`src/rtl/computer.sv`:
```
// SAP-2-style 8-bit computer: multi-cycle microsequenced CPU plus a 16x8 unified RAM.
// Every instruction spends 5 fetch/decode cycles followed by 2 or 4 execute cycles.
package arch_defs_pkg;
   localparam int DATA_WIDTH = 8;
   localparam int ADDR_WIDTH = 4;

   typedef enum logic [3:0] {
      OP_NOP = 4'h0,
      OP_LDA = 4'h1,
      OP_ADD = 4'h2,
      OP_SUB = 4'h3,
      OP_STA = 4'h4,
      OP_LDI = 4'h5,
      OP_JMP = 4'h6,
      OP_OUT = 4'hE,
      OP_HLT = 4'hF
   } opcode_t;
endpackage

module cpu_register #(
   parameter int WIDTH = 8
) (
   input  logic             clk,
   input  logic             reset,
   input  logic             load,
   input  logic [WIDTH-1:0] data,
   output logic [WIDTH-1:0] latched_data
);
   always_ff @(posedge clk or negedge reset) begin
      if (!reset) begin
         latched_data <= '0;
      end else if (load) begin
         latched_data <= data;
      end
   end
endmodule

module ram import arch_defs_pkg::*; (
   input  logic      clk,
   input  logic      freeze,
   computer_if.slave bus
);
   logic [DATA_WIDTH-1:0] mem [0:(2**ADDR_WIDTH)-1];

   // Read is always registered from the current address, so a read in the
   // cycle after a write naturally returns the freshly written word.
   always_ff @(posedge clk) begin
      if (bus.we && !freeze) begin
         mem[bus.addr] <= bus.wdata;
      end
      bus.rdata <= mem[bus.addr];
   end

   task dump();
      for (int i = 0; i < 2**ADDR_WIDTH; i++) begin
         $display("[RAM] %0h: %02h", i, mem[i]);
      end
   endtask
endmodule

module cpu import arch_defs_pkg::*; (
   input  logic                  clk,
   input  logic                  reset,
   computer_if.master            bus,
   output logic [DATA_WIDTH-1:0] final_out,
   output logic                  halt
);
   typedef enum logic [1:0] {S_INIT, S_FETCH, S_EXEC, S_HALT} state_t;

   state_t                state;
   state_t                state_next;
   logic [2:0]            step;
   logic [2:0]            step_next;
   logic [2:0]            last_step;

   logic [ADDR_WIDTH-1:0] pc;
   logic [ADDR_WIDTH-1:0] mar;
   logic [DATA_WIDTH-1:0] ir;
   logic [DATA_WIDTH-1:0] a_q;
   logic [DATA_WIDTH-1:0] b_q;
   logic [DATA_WIDTH-1:0] a_in;
   logic [DATA_WIDTH-1:0] alu;
   logic [3:0]            opcode;
   logic [ADDR_WIDTH-1:0] operand;

   logic mar_from_pc, mar_from_ir, ir_load, pc_inc, pc_load;
   logic a_load_mem, a_load_imm, a_load_alu, sub, b_load;
   logic out_load, ram_we, halt_set, a_load;

   assign opcode    = ir[7:4];
   assign operand   = ir[ADDR_WIDTH-1:0];
   assign last_step = (opcode == OP_LDA || opcode == OP_ADD ||
                       opcode == OP_SUB || opcode == OP_STA) ? 3'd3 : 3'd1;

   always_ff @(posedge clk or negedge reset) begin
      if (!reset) begin
         state <= S_INIT;
         step  <= 3'd0;
      end else begin
         state <= state_next;
         step  <= step_next;
      end
   end

   always_comb begin
      state_next = state;
      step_next  = step;
      case (state)
         S_INIT: begin
            state_next = S_FETCH;
            step_next  = 3'd0;
         end
         S_FETCH: begin
            if (step == 3'd4) begin
               state_next = S_EXEC;
               step_next  = 3'd0;
            end else begin
               step_next = step + 3'd1;
            end
         end
         S_EXEC: begin
            if (step == last_step) begin
               state_next = (opcode == OP_HLT) ? S_HALT : S_FETCH;
               step_next  = 3'd0;
            end else begin
               step_next = step + 3'd1;
            end
         end
         S_HALT: begin
            state_next = S_HALT;
         end
         default: begin
            state_next = S_INIT;
            step_next  = 3'd0;
         end
      endcase
   end

   // Micro-operations per (state, step); unlisted opcodes fall through as NOP.
   always_comb begin
      mar_from_pc = 1'b0;
      mar_from_ir = 1'b0;
      ir_load     = 1'b0;
      pc_inc      = 1'b0;
      pc_load     = 1'b0;
      a_load_mem  = 1'b0;
      a_load_imm  = 1'b0;
      a_load_alu  = 1'b0;
      sub         = 1'b0;
      b_load      = 1'b0;
      out_load    = 1'b0;
      ram_we      = 1'b0;
      halt_set    = 1'b0;
      if (state == S_FETCH) begin
         mar_from_pc = (step == 3'd0);
         ir_load     = (step == 3'd2);
         pc_inc      = (step == 3'd3);
      end else if (state == S_EXEC) begin
         case (opcode)
            OP_LDA: begin
               mar_from_ir = (step == 3'd0);
               a_load_mem  = (step == 3'd3);
            end
            OP_ADD, OP_SUB: begin
               mar_from_ir = (step == 3'd0);
               b_load      = (step == 3'd2);
               a_load_alu  = (step == 3'd3);
               sub         = (opcode == OP_SUB);
            end
            OP_STA: begin
               mar_from_ir = (step == 3'd0);
               ram_we      = (step == 3'd2);
            end
            OP_LDI: a_load_imm = (step == 3'd1);
            OP_JMP: pc_load    = (step == 3'd0);
            OP_OUT: out_load   = (step == 3'd0);
            OP_HLT: halt_set   = (step == 3'd1);
            default: ;
         endcase
      end
   end

   always_ff @(posedge clk or negedge reset) begin
      if (!reset) begin
         pc   <= '0;
         mar  <= '0;
         halt <= 1'b0;
      end else begin
         if (mar_from_pc) begin
            mar <= pc;
         end else if (mar_from_ir) begin
            mar <= operand;
         end
         if (pc_load) begin
            pc <= operand;
         end else if (pc_inc) begin
            pc <= pc + 4'd1;
         end
         if (halt_set) begin
            halt <= 1'b1;
         end
      end
   end

   assign alu    = sub ? (a_q - b_q) : (a_q + b_q);
   assign a_load = a_load_mem | a_load_imm | a_load_alu;

   always_comb begin
      a_in = bus.rdata;
      if (a_load_imm) begin
         a_in = {{(DATA_WIDTH-ADDR_WIDTH){1'b0}}, operand};
      end else if (a_load_alu) begin
         a_in = alu;
      end
   end

   cpu_register #(.WIDTH(DATA_WIDTH)) u_register_A (
      .clk(clk), .reset(reset), .load(a_load), .data(a_in), .latched_data(a_q)
   );
   cpu_register #(.WIDTH(DATA_WIDTH)) u_register_B (
      .clk(clk), .reset(reset), .load(b_load), .data(bus.rdata), .latched_data(b_q)
   );
   cpu_register #(.WIDTH(DATA_WIDTH)) u_register_IR (
      .clk(clk), .reset(reset), .load(ir_load), .data(bus.rdata), .latched_data(ir)
   );
   cpu_register #(.WIDTH(DATA_WIDTH)) u_register_OUT (
      .clk(clk), .reset(reset), .load(out_load), .data(a_q), .latched_data(final_out)
   );

   assign bus.addr  = mar;
   assign bus.wdata = a_q;
   assign bus.we    = ram_we;
endmodule

module computer import arch_defs_pkg::*; (
   input  logic                  clk,
   input  logic                  reset,
   output logic [DATA_WIDTH-1:0] final_out
);
   logic halt;

   computer_if #(.DATA_WIDTH(DATA_WIDTH), .ADDR_WIDTH(ADDR_WIDTH)) bus ();

   cpu u_cpu (
      .clk       (clk),
      .reset     (reset),
      .bus       (bus),
      .final_out (final_out),
      .halt      (halt)
   );

   ram u_ram (
      .clk    (clk),
      .freeze (halt),
      .bus    (bus)
   );
endmodule

```
`src/rtl/computer_if.sv`:
```
// CPU-to-RAM bus: registered-read, synchronous-write single-port memory access.
interface computer_if #(
   parameter int DATA_WIDTH = 8,
   parameter int ADDR_WIDTH = 4
);
   logic [ADDR_WIDTH-1:0] addr;
   logic [DATA_WIDTH-1:0] wdata;
   logic [DATA_WIDTH-1:0] rdata;
   logic                  we;

   modport master (output addr, output wdata, output we, input rdata);
   modport slave  (input addr, input wdata, input we, output rdata);
endinterface

```
`config.mk`:
```
export PLATFORM = sky130hd
export DESIGN_NAME = computer
export DESIGN_NICKNAME = d
export VERILOG_FILES = /design/src/rtl/computer.sv /design/src/rtl/computer_if.sv
export SDC_FILE = /design/constraint.sdc
export NUM_CORES = 1
export LEC_CHECK = 0
export BUFFER_PORTS_ARGS = -buffer_cell sky130_fd_sc_hd__buf_2
export CAP_MARGIN = 0
export CORE_ASPECT_RATIO = 0.5
export CORE_UTILIZATION = 60
export DETAILED_ROUTE_END_ITERATION = 16
export PLACE_DENSITY = 0.76
export RECOVER_POWER = 100
export SLEW_MARGIN = 20
export SYNTH_ARGS = -nofsm -noshare
export SYNTH_HDL_FRONTEND = slang
export SYNTH_SLANG_ARGS = --single-unit
```
`constraint.sdc`:
```
create_clock -name clk -period 3 [get_ports clk]
set_input_delay 0.15 -clock clk [delete_from_list [all_inputs] [get_ports clk]]
set_output_delay 0.15 -clock clk [all_outputs]
set_load 0.005 [all_outputs]
```
==> summary.md, run 1 <==
| Metric | Value |
|---|---|
| WL/cell | `23.7 µm` |
| Hold Fails Final Rpt | `0` |
| Max_cap viols | `0` |
| Area share of the largest cell type after synthesis | `roughly 50%` |
| Chip Height | `82.1 µm` |
| Root buf cell | `clkbuf_16` |
| TritonCTS clock tree | `yes` |
| Setup TNS | `0 ps` |
| Worst Max-Slew Pin Slew | `1130 ps` |
| # rows | `28` |
| GP Congestion | `around 0.9` |
| Required time of the critical path | `3130 ps` |
| IO Port Bufs | `9` |
| Die area | `between 10000 and 15000 µm²` |
| Yosys top cell by area | `edfxtp_1` |
| Worst Hold Class | `input port to asynchronous set/reset pin` |
| Synth Flop Type | `edfxtp_1` |
| Max-slew violations | `0` |
| GRT Total Usage | `around a quarter` |
| Crit Path Max Fanout | `9` |
| Initial antenna violation count | `1` |
| First-pass GRT wire length | `24400 µm` |
| Vias in the first global route | `4119` |
| RSZ-0062 raised after global routing | `false` |
| # H-tree levels | `4` |
| CTS Buffer Depth | `2` |
| TritonCTS buffer count | `17` |
| Share of cells above drive strength 1 | `roughly a quarter` |
| Final #Nets | `512` |
| Startpoint Class | `flop` |
| Cell Area, Synth | `just under 8000 µm²` |
| Ys Warns | `0` |
| Drt first pass iters | `4` |
| Power Density | `582 nW/µm²` |
| Final Cycle Share | `96.0%` |
| Pin count of the biggest net entering global routing | `between 40 and 50` |
| Syn Nets | `476` |
| ANT cells | `0` |
| Via count | `4250` |
| Post-route worst setup slack | `119 ps` |
| Synth Register Bits | `182` |
| Clock Latency Late Sink | `430 ps` |
| Fillcell total | `748` |
| Multi-input logic area | `2390 µm²` |
| Leak | `2.71 nW` |
| WS Path Type | `flop to flop` |
| Post-synthesis cell type count | `52` |
| Final min period | `around 2900 ps` |
| Detail Route Antenna Nets | `0` |
| Congestion Overflow GR | `0` |
| Storage element area | `5160 µm²` |
| Starting density of the core | `63.3%` |
| IO Pins | `10` |
| Die Wd | `~160 µm` |
| Clock Skews | `11.6 ps` |
| Hpwl dp | `9770 µm` |
| Pre-CTS WS | `284 ps` |
| Area growth from synthesis to layout | `12.0%` |
| Maximum VDD drop | `0.000390 V` |
| Total wire length | `15900 µm` |
| Slew headroom | `between 20% and 30%` |
| Status | `finished, final reports clean` |
| Synth async-reset ratio | `about a quarter` |
| Avg Cell Area, Syn | `roughly 17 µm²` |
| Final Setup Violations | `0` |
| Worst setup EP type | `flop` |
| Synth area leaders | `edfxtp_1 50%, dfrtp_1 15%, mux4_2 12%` |
| Core ar. | `approximately 12000 µm²` |
| CP Data Arrival Time | `between 3000 and 4000 ps` |
| Syn Inst Count | `around 460` |
| Maximum clock rate | `347 MHz` |
| Seq/Total Area, Yosys | `66.9%` |
| # clock sinks | `between 150 and 200` |
| DRC Markers | `0` |
| Clk pin slew, worst setup/hold paths | `roughly 80 ps` |
| Post-synth EDFFs | `128` |
| Vias per cell | `~6.4` |
| Starting DRT DRC Count | `369` |
| Post-CTS setup buffer count | `0` |
==> cell families (layout without fill, tap and decap cells) <==
logic type      after synthesis  count (layout)  synth area share, %
compound gates               60              60                 4.91
simple gates                 81              81                 5.62
flops                       182             182                 66.9
mux                          68              68                 15.7
xor+xnor                     15              15                 1.71
fa+ha+maj                    19              19                 3.18
buf+inv                      30              79                 1.95
==> final timing paths <==
kind	start	cells after the start	slack [ps]	endpoint
worst min-delay path	reset	2	460	u_cpu.step[1]$_DFFE_PN0P_
max in group asynchronous	reset	2	1780	u_cpu.bus.addr[0]$_DFFE_PN0P_
worst max register to register	u_cpu.state[1]$_DFFE_PN0P_	9	120	u_ram.mem[4][4]$_DFFE_PP_
min in group clk	u_ram.bus.rdata[0]$_DFF_P_	2	500	u_cpu.u_register_B.latched_data[0]$_DFFE_PN0P_
worst max-delay path	u_cpu.state[1]$_DFFE_PN0P_	9	120	u_ram.mem[4][4]$_DFFE_PP_
worst min register to register	u_ram.bus.rdata[0]$_DFF_P_	2	500	u_cpu.u_register_B.latched_data[0]$_DFFE_PN0P_
==> where the power goes <==
group	total (W)	switching [W]	leakage, nW	internal, W
Sequential	0.00266	0	1.52	0.00266
Clock	0.00235	0.00106	0.308	0.00128
Combinational	0.0000129	0.0000117	0.874	0.00000126
Total	0.00502	0.00107	2.71	0.00395
==> worst max-delay path, stage by stage (launching register included) <==
cell and delay, ps:
dfrtp_1 440, inv_1 70, ha_1 190, buf_4 160, nor3_1 270, nand4b_2 190, nor4b_4 410, or3b_1 500
nor2_1 160, buf_4 190
==> state kept, by name, indices dropped and copies added (netlist names), 4 cells and up <==
| register | flops |
|---|---|
| u_ram.mem | 128 |
| u_cpu.u_register_A.latched_data | 8 |
| u_cpu.u_register_B.latched_data | 8 |
| u_cpu.u_register_IR.latched_data | 8 |
| u_cpu.u_register_OUT.latched_data | 8 |
| u_ram.bus.rdata | 8 |
| u_cpu.bus.addr | 4 |
| u_cpu.pc | 4 |
==> Yosys cell counts, types with 6 or more instances <==
library cell	instances
edfxtp_1	128
dfrtp_1	46
mux4_2	40
nor2_1	33
mux2_2	22
a21oi_1	18
ha_1	18
nand2_1	15
o21ai_0	14
inv_1	13
xnor2_1	10
dfxtp_1	8
a22oi_1	7
mux2i_1	6
nand3_1	6
==> layout by cell type, fill, tap and decap left out, types with 3 or more instances in the layout <==
cell,count
a21oi_1,17
a22oi_1,7
a31oi_1,3
and3_1,3
buf_2,3
buf_4,6
clkbuf_1,8
clkbuf_16,17
clkbuf_2,14
dfrtp_1,45
dfxtp_1,8
edfxtp_1,128
ha_1,18
inv_1,13
inv_6,4
inv_8,5
mux2_2,22
mux2i_1,6
mux4_2,40
nand2_1,15
nand2b_1,3
nand3_1,5
nor2_1,33
nor2b_1,3
nor3_1,6
o21ai_0,14
o41ai_1,3
xnor2_1,10
xor2_1,5
==> metal layers <==
metal / wire, µm / vias up / GRT usage (%)
met1: 6630 / 2163 / 36.1
met2: 7580 / 191 / 41.4
met5: 13 / - / 0
met4: 402 / 2 / 10.6
met3: 1240 / 41 / 6.04
li1: - / 1853 / -
==> layout make-up <==
type | instances | area share [%]
clock buffers | 17 | 4.93
flip-flops and latches | 182 | 59.8
inverters | 13 | 0.566
clock inverters | 15 | 2.34
repair buffers | 34 | 2.29
well taps | 165 | 2.39
multi-input cells | 243 | 27.7
==> per-stage QoR <==
| step | cell area [µm²] | instances | utilization, % | hold slack (ps) | power (W) |
|---|---|---|---|---|---|
| 6_report | 8630 | 669 | 71.0 | 460 | 0.00502 |
| 2_1_floorplan | 7700 | 455 | - | -146 | 0.00272 |
| 3_5_place_dp | 8060 | 636 | 66.3 | 386 | 0.00273 |
| 5_1_grt | 8630 | 669 | 71.0 | 527 | 0.00513 |
| 3_3_place_gp | 8060 | 636 | 66.3 | 387 | 0.00273 |
| 4_1_cts | 8690 | 669 | 71.5 | 472 | 0.00504 |
==> what timing repair did <==
action	CTS	global route
hold buffers	1	0
endpoints found under the setup margin	0	1
endpoints found under the hold margin	46	0
resized for setup	0	2
Power figures use the tool's default switching activity.
==> inputs of run 2 (changes only) <==
--- a/config.mk
+++ b/config.mk
@@ -8,7 +8,8 @@
 export BUFFER_PORTS_ARGS = -buffer_cell sky130_fd_sc_hd__buf_2
 export CAP_MARGIN = 0
-export CORE_ASPECT_RATIO = 0.5
+export CORE_ASPECT_RATIO = 1.5
 export CORE_UTILIZATION = 60
 export DETAILED_ROUTE_END_ITERATION = 16
+export HOLD_SLACK_MARGIN = 0.06
 export PLACE_DENSITY = 0.76
 export RECOVER_POWER = 100
==> constraint.sdc (replaced) <==
create_clock -name clk -period 3 [get_ports clk]
set_input_delay 0.6 -clock clk [delete_from_list [all_inputs] [get_ports clk]]
set_output_delay 0.6 -clock clk [all_outputs]
set_load 0.005 [all_outputs]
==> summary.md, run 2 (same netlist as run 1, synthesis figures left out) <==
| Metric | Value |
|---|---|
| DRC Markers | `0 (unchanged)` |
| Detail Route Antenna Nets | `0 (unchanged)` |
| R2R Setup Slk | `200 ps (was 120 ps)` |
| Final Setup Violations | `0 (unchanged)` |
| Total wire length | `15500 µm (was 15900 µm)` |
| Maximum clock rate | `357 MHz (was 347 MHz)` |
| Biggest register | `u_ram.mem (unchanged)` |
| Final #Nets | `512 (unchanged)` |
| Max-slew violations | `0 (unchanged)` |
| Setup TNS | `0 ps (unchanged)` |
| Maximum VDD drop | `0.000543 V (was 0.000390 V)` |
| Most common cell after layout, fill and taps aside | `edfxtp_1 (unchanged)` |
| Crit-path cells | `inv_1 -> ha_1 -> clkbuf_1 -> nor3_2 -> nand4b_2 -> nor4b_4 -> or3b_1 -> nor2_1 -> buf_4 (was inv_1 -> ha_1 -> buf_4 -> nor3_1 -> nand4b_2 -> nor4b_4 -> or3b_1 -> nor2_1 -> buf_4)` |
| Storage element area | `5150 µm² (was 5160 µm²)` |
| Chip Height | `141 µm (was 82.1 µm)` |
| Max reg flops | `128 (unchanged)` |
| Drt first pass iters | `6 (was 4)` |
| TritonCTS clock tree | `yes (unchanged)` |
| Clock Skews | `10.7 ps (was 11.6 ps)` |
| Core ar. | `12500 µm² (was 12200 µm²)` |
| Final min period | `2800 ps (was 2880 ps)` |
| CP Data Arrival Time | `2930 ps (was 3010 ps)` |
| Starting DRT DRC Count | `297 (was 369)` |
| IO Port Bufs | `9 (unchanged)` |
| Share of cells above drive strength 1 | `24.0% (was 25.0%)` |
| First-pass GRT wire length | `24200 µm (was 24400 µm)` |
| Power Density | `560 nW/µm² (was 582 nW/µm²)` |
| Vias in the first global route | `4253 (was 4119)` |
| # rows | `50 (was 28)` |
| Fillcell total | `832 (was 748)` |
| ANT cells | `0 (unchanged)` |
| Post-CTS setup buffer count | `0 (unchanged)` |
| Max_cap viols | `0 (unchanged)` |
| Vias per cell | `6.22 (was 6.35)` |
| GRT Total Usage | `26.0% (was 26.2%)` |
| Post-route worst setup slack | `196 ps (was 119 ps)` |
| Status | `finished, final reports clean (unchanged)` |
| Worst setup EP type | `flop (unchanged)` |
| Final Cycle Share | `93.5% (was 96.0%)` |
| Die Wd | `94.5 µm (was 162 µm)` |
| GP Congestion | `0.881 (was 0.882)` |
| Starting density of the core | `61.6% (was 63.3%)` |
| Core Util, Final | `68.2% (was 71.0%)` |
| Hpwl dp | `10500 µm (was 9770 µm)` |
| IO Pins | `10 (unchanged)` |
| Congestion Overflow GR | `0 (unchanged)` |
| Worst hold slack | `282 ps (was 460 ps)` |
| TritonCTS buffer count | `17 (unchanged)` |
| Area growth from synthesis to layout | `10.9% (was 12.0%)` |
| Most frequent cells in the layout | `128 x edfxtp_1, 46 x dfrtp_1, 40 x mux4_2, 33 x nor2_1, 22 x mux2_2 (was 128 x edfxtp_1, 45 x dfrtp_1, 40 x mux4_2, 33 x nor2_1, 22 x mux2_2)` |
| Leak | `2.67 nW (was 2.71 nW)` |
| Slew headroom | `34.2% (was 24.7%)` |
| # clock sinks | `182 (unchanged)` |
| CTS Buffer Depth | `2 (unchanged)` |
| WL/cell | `23.5 µm (was 23.7 µm)` |
| Required time of the critical path | `3130 ps (about the same)` |
| Hold Buf Count CTS | `0 (was 1)` |
| CP max stage cell | `or3b_1 (unchanged)` |
| CP max stage delay | `490 ps (was 500 ps)` |
| # H-tree levels | `4 (unchanged)` |
| Multi-input logic area | `2400 µm² (was 2390 µm²)` |
| Initial antenna violation count | `0 (was 1)` |
| Clock Latency Late Sink | `420 ps (was 430 ps)` |
| Worst Max-Slew Pin Slew | `987 ps (was 1130 ps)` |
| Pin count of the biggest net entering global routing | `38 (was 47)` |
| RSZ-0062 raised after global routing | `false (unchanged)` |
| Hold Fails Final Rpt | `0 (unchanged)` |
| WS Path Type | `flop to flop (unchanged)` |
| Startpoint Class | `flop (unchanged)` |
| Crit Path Max Fanout | `9 (unchanged)` |
| Root buf cell | `clkbuf_16 (unchanged)` |
| Worst Hold Class | `input port to asynchronous set/reset pin (unchanged)` |
| Total power draw | `0.00478 W (was 0.00502 W)` |
| Die area | `13300 µm² (about the same)` |
| Pre-CTS WS | `227 ps (was 284 ps)` |
| Via count | `4104 (was 4250)` |
| Clk pin slew, worst setup/hold paths | `70 ps (was 80 ps)` |
run 2: cell types whose count changed in the layout (fill, tap and decap cells not counted), moves of 2 or more:
cell | before | now
bufinv_16 | 2 | 0
clkbuf_2 | 14 | 12
clkbuf_1 | 8 | 12
buf_4 | 6 | 8
run 2: metrics by stage:
stage,area (µm²),std cells
after floorplan,7700,455
after global placement,8040,628
after detailed placement,8040,628
after CTS,8600,660
after global routing,8540,660
final,8540,660
run 2: timing repair:
| action | CTS | global route |
|---|---|---|
| endpoints found under the hold margin | 0 | 0 |
| resized for setup | 0 | 2 |
| setup endpoints to repair | 0 | 1 |
run 2: critical path, delay by kind of cell (launching register included):
family | cells | cell delay (ps)
DFF | 1 | 440
adders and majority gates | 1 | 200
and+or+nand+nor | 5 | 1410
buffers and inverters | 3 | 460
run 2: path summary, 6_finish.rpt:
path,startpoint,depth (start not counted),end
max in group asynchronous,reset,2,u_cpu.halt$_DFFE_PN0P_
worst max register to register,u_cpu.state[1]$_DFFE_PN0P_,9,u_ram.mem[4][2]$_DFFE_PP_
worst min-delay path,reset,1,u_cpu.u_register_B.latched_data[5]$_DFFE_PN0P_
worst min register to register,u_ram.bus.rdata[0]$_DFF_P_,2,u_cpu.u_register_B.latched_data[0]$_DFFE_PN0P_
worst max-delay path,u_cpu.state[1]$_DFFE_PN0P_,9,u_ram.mem[4][2]$_DFFE_PP_
min in group clk,u_ram.bus.rdata[0]$_DFF_P_,2,u_cpu.u_register_B.latched_data[0]$_DFFE_PN0P_
run 2: where the power goes:
group | internal (W) | switching (W)
Combinational | 0.000000807 | 0.0000123
Clock | 0.00110 | 0.00100
Sequential | 0.00266 | 0
Total | 0.00376 | 0.00102
run 2: layout make-up:
cell class              instances  share of cell area (%)
clock buffers                  18                    5.03
clock inverters                14                    1.57
inverters                      13                   0.572
multi-input cells             243                    28.1
flip-flops and latches        182                    60.4
well taps                     156                    2.29
repair buffers                 34                    2.10
run 2: per-layer routing:
metal | vias up | global-route usage [%] | wire [µm]
met5 | - | 0 | 0
met4 | 0 | 13.1 | 677
met3 | 35 | 4.85 | 705
met2 | 105 | 43.9 | 8340
met1 | 2110 | 31.7 | 5820
li1 | 1854 | - | -
==> inputs of run 3 (changes only) <==
- SYNTH_HIERARCHICAL: not set -> 1
==> summary.md, run 3 <==
| Metric | Value |
|---|---|
| Status | `finished, final reports clean (unchanged)` |
| RSZ-0062 raised after global routing | `true (was false)` |
| CP Data Arrival Time | `3230 ps (was 2930 ps)` |
| Core Util, Final | `69.5% (was 68.2%)` |
| Maximum VDD drop | `0.000309 V (was 0.000543 V)` |
| Share of cells above drive strength 1 | `25.9% (was 24.0%)` |
| Required time of the critical path | `3310 ps (was 3130 ps)` |
| Synth Register Bits | `182 (unchanged)` |
| IO Pins | `10 (unchanged)` |
| CP max stage cell | `dfrtp_1 (was or3b_1)` |
| TritonCTS buffer count | `17 (unchanged)` |
| TritonCTS clock tree | `yes (unchanged)` |
| Critical Path Most Common Cell | `buf_4` |
| Via count | `4460 (was 4104)` |
| Detail Route Antenna Nets | `0 (unchanged)` |
| Pin count of the biggest net entering global routing | `32 (was 38)` |
| Total wire length | `17000 µm (was 15500 µm)` |
| Worst Hold Class | `input port to asynchronous set/reset pin (unchanged)` |
| IO Port Bufs | `9 (unchanged)` |
| Max reg flops | `128 (unchanged)` |
| Worst-case reg-to-reg path depth | `15 (was 9)` |
| Die Wd | `97.3 µm (was 94.5 µm)` |
| Fillcell total | `836 (was 832)` |
| Cell Area, Synth | `8170 µm² (was 7700 µm²)` |
| Crit-path cells | `inv_1 -> ha_2 -> nor4b_4 -> buf_4 -> nand3_4 -> nand2_1 -> xor2_1 -> ha_1 -> o211a_1 -> o31ai_2 -> a32oi_1 -> buf_4 -> o211ai_2 -> nor3b_1 -> mux2_4 (was inv_1 -> ha_1 -> clkbuf_1 -> nor3_2 -> nand4b_2 -> nor4b_4 -> or3b_1 -> nor2_1 -> buf_4)` |
| Root buf cell | `clkbuf_16 (unchanged)` |
| GRT Total Usage | `25.6% (was 26.0%)` |
| CTS Buffer Depth | `2 (unchanged)` |
| Chip Height | `145 µm (was 141 µm)` |
| Clk pin slew, worst setup/hold paths | `80 ps (was 70 ps)` |
| Max_cap viols | `0 (unchanged)` |
| Startpoint Class | `flop (unchanged)` |
| Vias per cell | `6.26 (was 6.22)` |
| WL/cell | `23.9 µm (was 23.5 µm)` |
| Synth async-reset ratio | `25.3% (unchanged)` |
| ANT cells | `0 (unchanged)` |
| Synth Flop Type | `edfxtp_1 (unchanged)` |
| CP Capture Point | `u_cpu/u_register_A/latched_data[7]$_DFFE_PN0P_ (was u_ram.mem[4][2]$_DFFE_PP_)` |
| Final Cycle Share | `97.1% (was 93.5%)` |
| R2R Setup Slk | `90 ps (was 200 ps)` |
| Top-count cell post-synth | `edfxtp_1 (unchanged)` |
| GP Congestion | `0.899 (was 0.881)` |
| Hpwl dp | `11200 µm (was 10500 µm)` |
| Most common cell after layout, fill and taps aside | `edfxtp_1 (unchanged)` |
| Vias in the first global route | `4862 (was 4253)` |
| Post-synthesis cell type count | `63 (was 52)` |
| Initial antenna violation count | `0 (unchanged)` |
| Seq/Total Area, Yosys | `63.1% (was 66.9%)` |
| Die area | `14100 µm² (was 13300 µm²)` |
| Synth area leaders | `edfxtp_1 47%, dfrtp_1 14%, mux4_1 6.1% (was edfxtp_1 50%, dfrtp_1 15%, mux4_2 12%)` |
| Ys Warns | `6 (was 0)` |
| Max-slew violations | `0 (unchanged)` |
| # rows | `51 (was 50)` |
| # clock sinks | `182 (unchanged)` |
| Clock Latency Late Sink | `420 ps (about the same)` |
| Worst setup EP type | `flop (unchanged)` |
| WS Path Type | `flop to flop (unchanged)` |
| Post-synth EDFFs | `128 (unchanged)` |
| Drt first pass iters | `4 (was 6)` |
| Starting DRT DRC Count | `291 (was 297)` |
| Crit Path Max Fanout | `6 (was 9)` |
| Commonest cells post-synth | `128 x edfxtp_1, 46 x dfrtp_1, 32 x mux2_4 (was 128 x edfxtp_1, 46 x dfrtp_1, 40 x mux4_2)` |
| Power Density | `534 nW/µm² (was 560 nW/µm²)` |
| Reg-to-Reg End | `u_cpu/u_register_A/latched_data[7]$_DFFE_PN0P_ (was u_ram.mem[4][2]$_DFFE_PP_)` |
| # H-tree levels | `4 (unchanged)` |
| Avg Cell Area, Syn | `16.7 µm² (was 16.9 µm²)` |
| Congestion Overflow GR | `0 (unchanged)` |
| Area share of the largest cell type after synthesis | `47.0% (was 49.9%)` |
| Most frequent cells in the layout | `128 x edfxtp_1, 45 x dfrtp_1, 37 x buf_4, 32 x mux2_4, 25 x nor2_1 (was 128 x edfxtp_1, 46 x dfrtp_1, 40 x mux4_2, 33 x nor2_1, 22 x mux2_2)` |
| Leak | `2.93 nW (was 2.67 nW)` |
| Final min period | `2910 ps (was 2800 ps)` |
| Clock Skews | `14.7 ps (was 10.7 ps)` |
| Hold Fails Final Rpt | `0 (unchanged)` |
| Area growth from synthesis to layout | `11.8% (was 10.9%)` |
| Worst Max-Slew Pin Slew | `1360 ps (was 987 ps)` |
| DRC Markers | `0 (unchanged)` |
| Syn Nets | `511 (was 476)` |
| Worst flop-to-flop path startpoint | `u_cpu/state[1]$_DFFE_PN0P_ (was u_cpu.state[1]$_DFFE_PN0P_)` |
| Final Setup Violations | `0 (unchanged)` |
| Yosys top cell by area | `edfxtp_1 (unchanged)` |
| Hold Buf Count CTS | `0 (unchanged)` |
| Slew headroom | `9.00% (was 34.2%)` |
| Maximum clock rate | `343 MHz (was 357 MHz)` |
| CP max stage delay | `390 ps (was 490 ps)` |
| Core ar. | `13100 µm² (was 12500 µm²)` |
| Final #Nets | `561 (was 512)` |
| Syn Inst Count | `490 (was 455)` |
| CP startpoint | `u_cpu/state[1]$_DFFE_PN0P_ (was u_cpu.state[1]$_DFFE_PN0P_)` |
| Starting density of the core | `62.2% (was 61.6%)` |
| First-pass GRT wire length | `27000 µm (was 24200 µm)` |
| Biggest register | `u_ram/mem (was u_ram.mem)` |
| Total power draw | `0.00488 W (was 0.00478 W)` |
[run 3: cell families after synthesis]
family | count (synthesis) | share of synthesized area (%)
AO/OA/AOI/OAI | 72 | 5.92
XOR/XNOR | 11 | 1.18
buffers and inverters | 36 | 3.72
flip-flops | 182 | 63.1
AND/OR/NAND/NOR | 102 | 7.04
adder cells (fa/ha/maj) | 19 | 3.00
multiplexers | 68 | 16.1
[run 3: worst min path at each step]
stage	from	endpoint	slack, ps	cells after the start
global placement	u_cpu/u_register_OUT/latched_data[7]$_DFFE_PN0P_	u_cpu/u_register_OUT/latched_data[7]$_DFFE_PN0P_	490	1
CTS	reset	u_cpu/u_register_B/latched_data[7]$_DFFE_PN0P_	180	1
finish	reset	u_cpu/u_register_A/latched_data[6]$_DFFE_PN0P_	470	1
detailed placement	u_cpu/u_register_OUT/latched_data[6]$_DFFE_PN0P_	u_cpu/u_register_OUT/latched_data[6]$_DFFE_PN0P_	490	1
global route	u_cpu/u_register_OUT/latched_data[5]$_DFFE_PN0P_	u_cpu/u_register_OUT/latched_data[5]$_DFFE_PN0P_	530	1
floorplan	reset	u_cpu/bus.addr[0]$_DFFE_PN0P_	300	0
[run 3: cell type report]
cell class	count	area [µm²]	area share, %
Sequential cell	182	5160	56.4
Multi-Input combinational cell	272	2770	30.3
Clock buffer	17	425	4.66
Timing Repair Buffer	54	357	3.90
Tap cell	159	199	2.18
Clock inverter	15	180	1.97
Inverter	13	48.8	0.534
[run 3: what timing repair did]
item | CTS | global route
hold endpoints to repair | 0 | 0
pin swaps | 0 | 9
endpoints found under the setup margin | 3 | 5
buffers inserted | 0 | 4
gates resized for setup | 2 | 13
[run 3: per-stage QoR]
step	area (µm²)	hold slack [ps]	cells	worst slack, ps	setup TNS [ps]
finish	9140	467	712	86.1	0
CTS	9100	184	708	30.9	0
floorplan	8180	304	490	58.9	0
global placement	8490	491	676	70.8	0
global route	9140	533	712	-54.0	-152
detailed placement	8490	490	676	2.15	0
[run 3: power by group]
group          switching, W  total [W]  internal, W  leakage, nW
clock network       0.00108    0.00220      0.00113        0.283
registers                 0    0.00266      0.00266         1.52
logic             0.0000123  0.0000129  0.000000521         1.12
[run 3: worst max-delay path, delay by kind of cell (launching register included)]
family                   cells  cell delay [ps]
buffers and inverters        3              390
XOR/XNOR                     1               80
AO/OA/AOI/OAI                4              570
adder cells (fa/ha/maj)      2              520
multiplexers                 1              250
flip-flops                   1              390
AND/OR/NAND/NOR              4              600
[run 3: per-layer routing]
layer  wire (µm)  up-vias  track usage, %
met1        6570     2296            30.6
li1            -     2021               -
met4         789        0            16.6
met5           0        -               0
met3         658       33            4.34
met2        9020      110            42.6
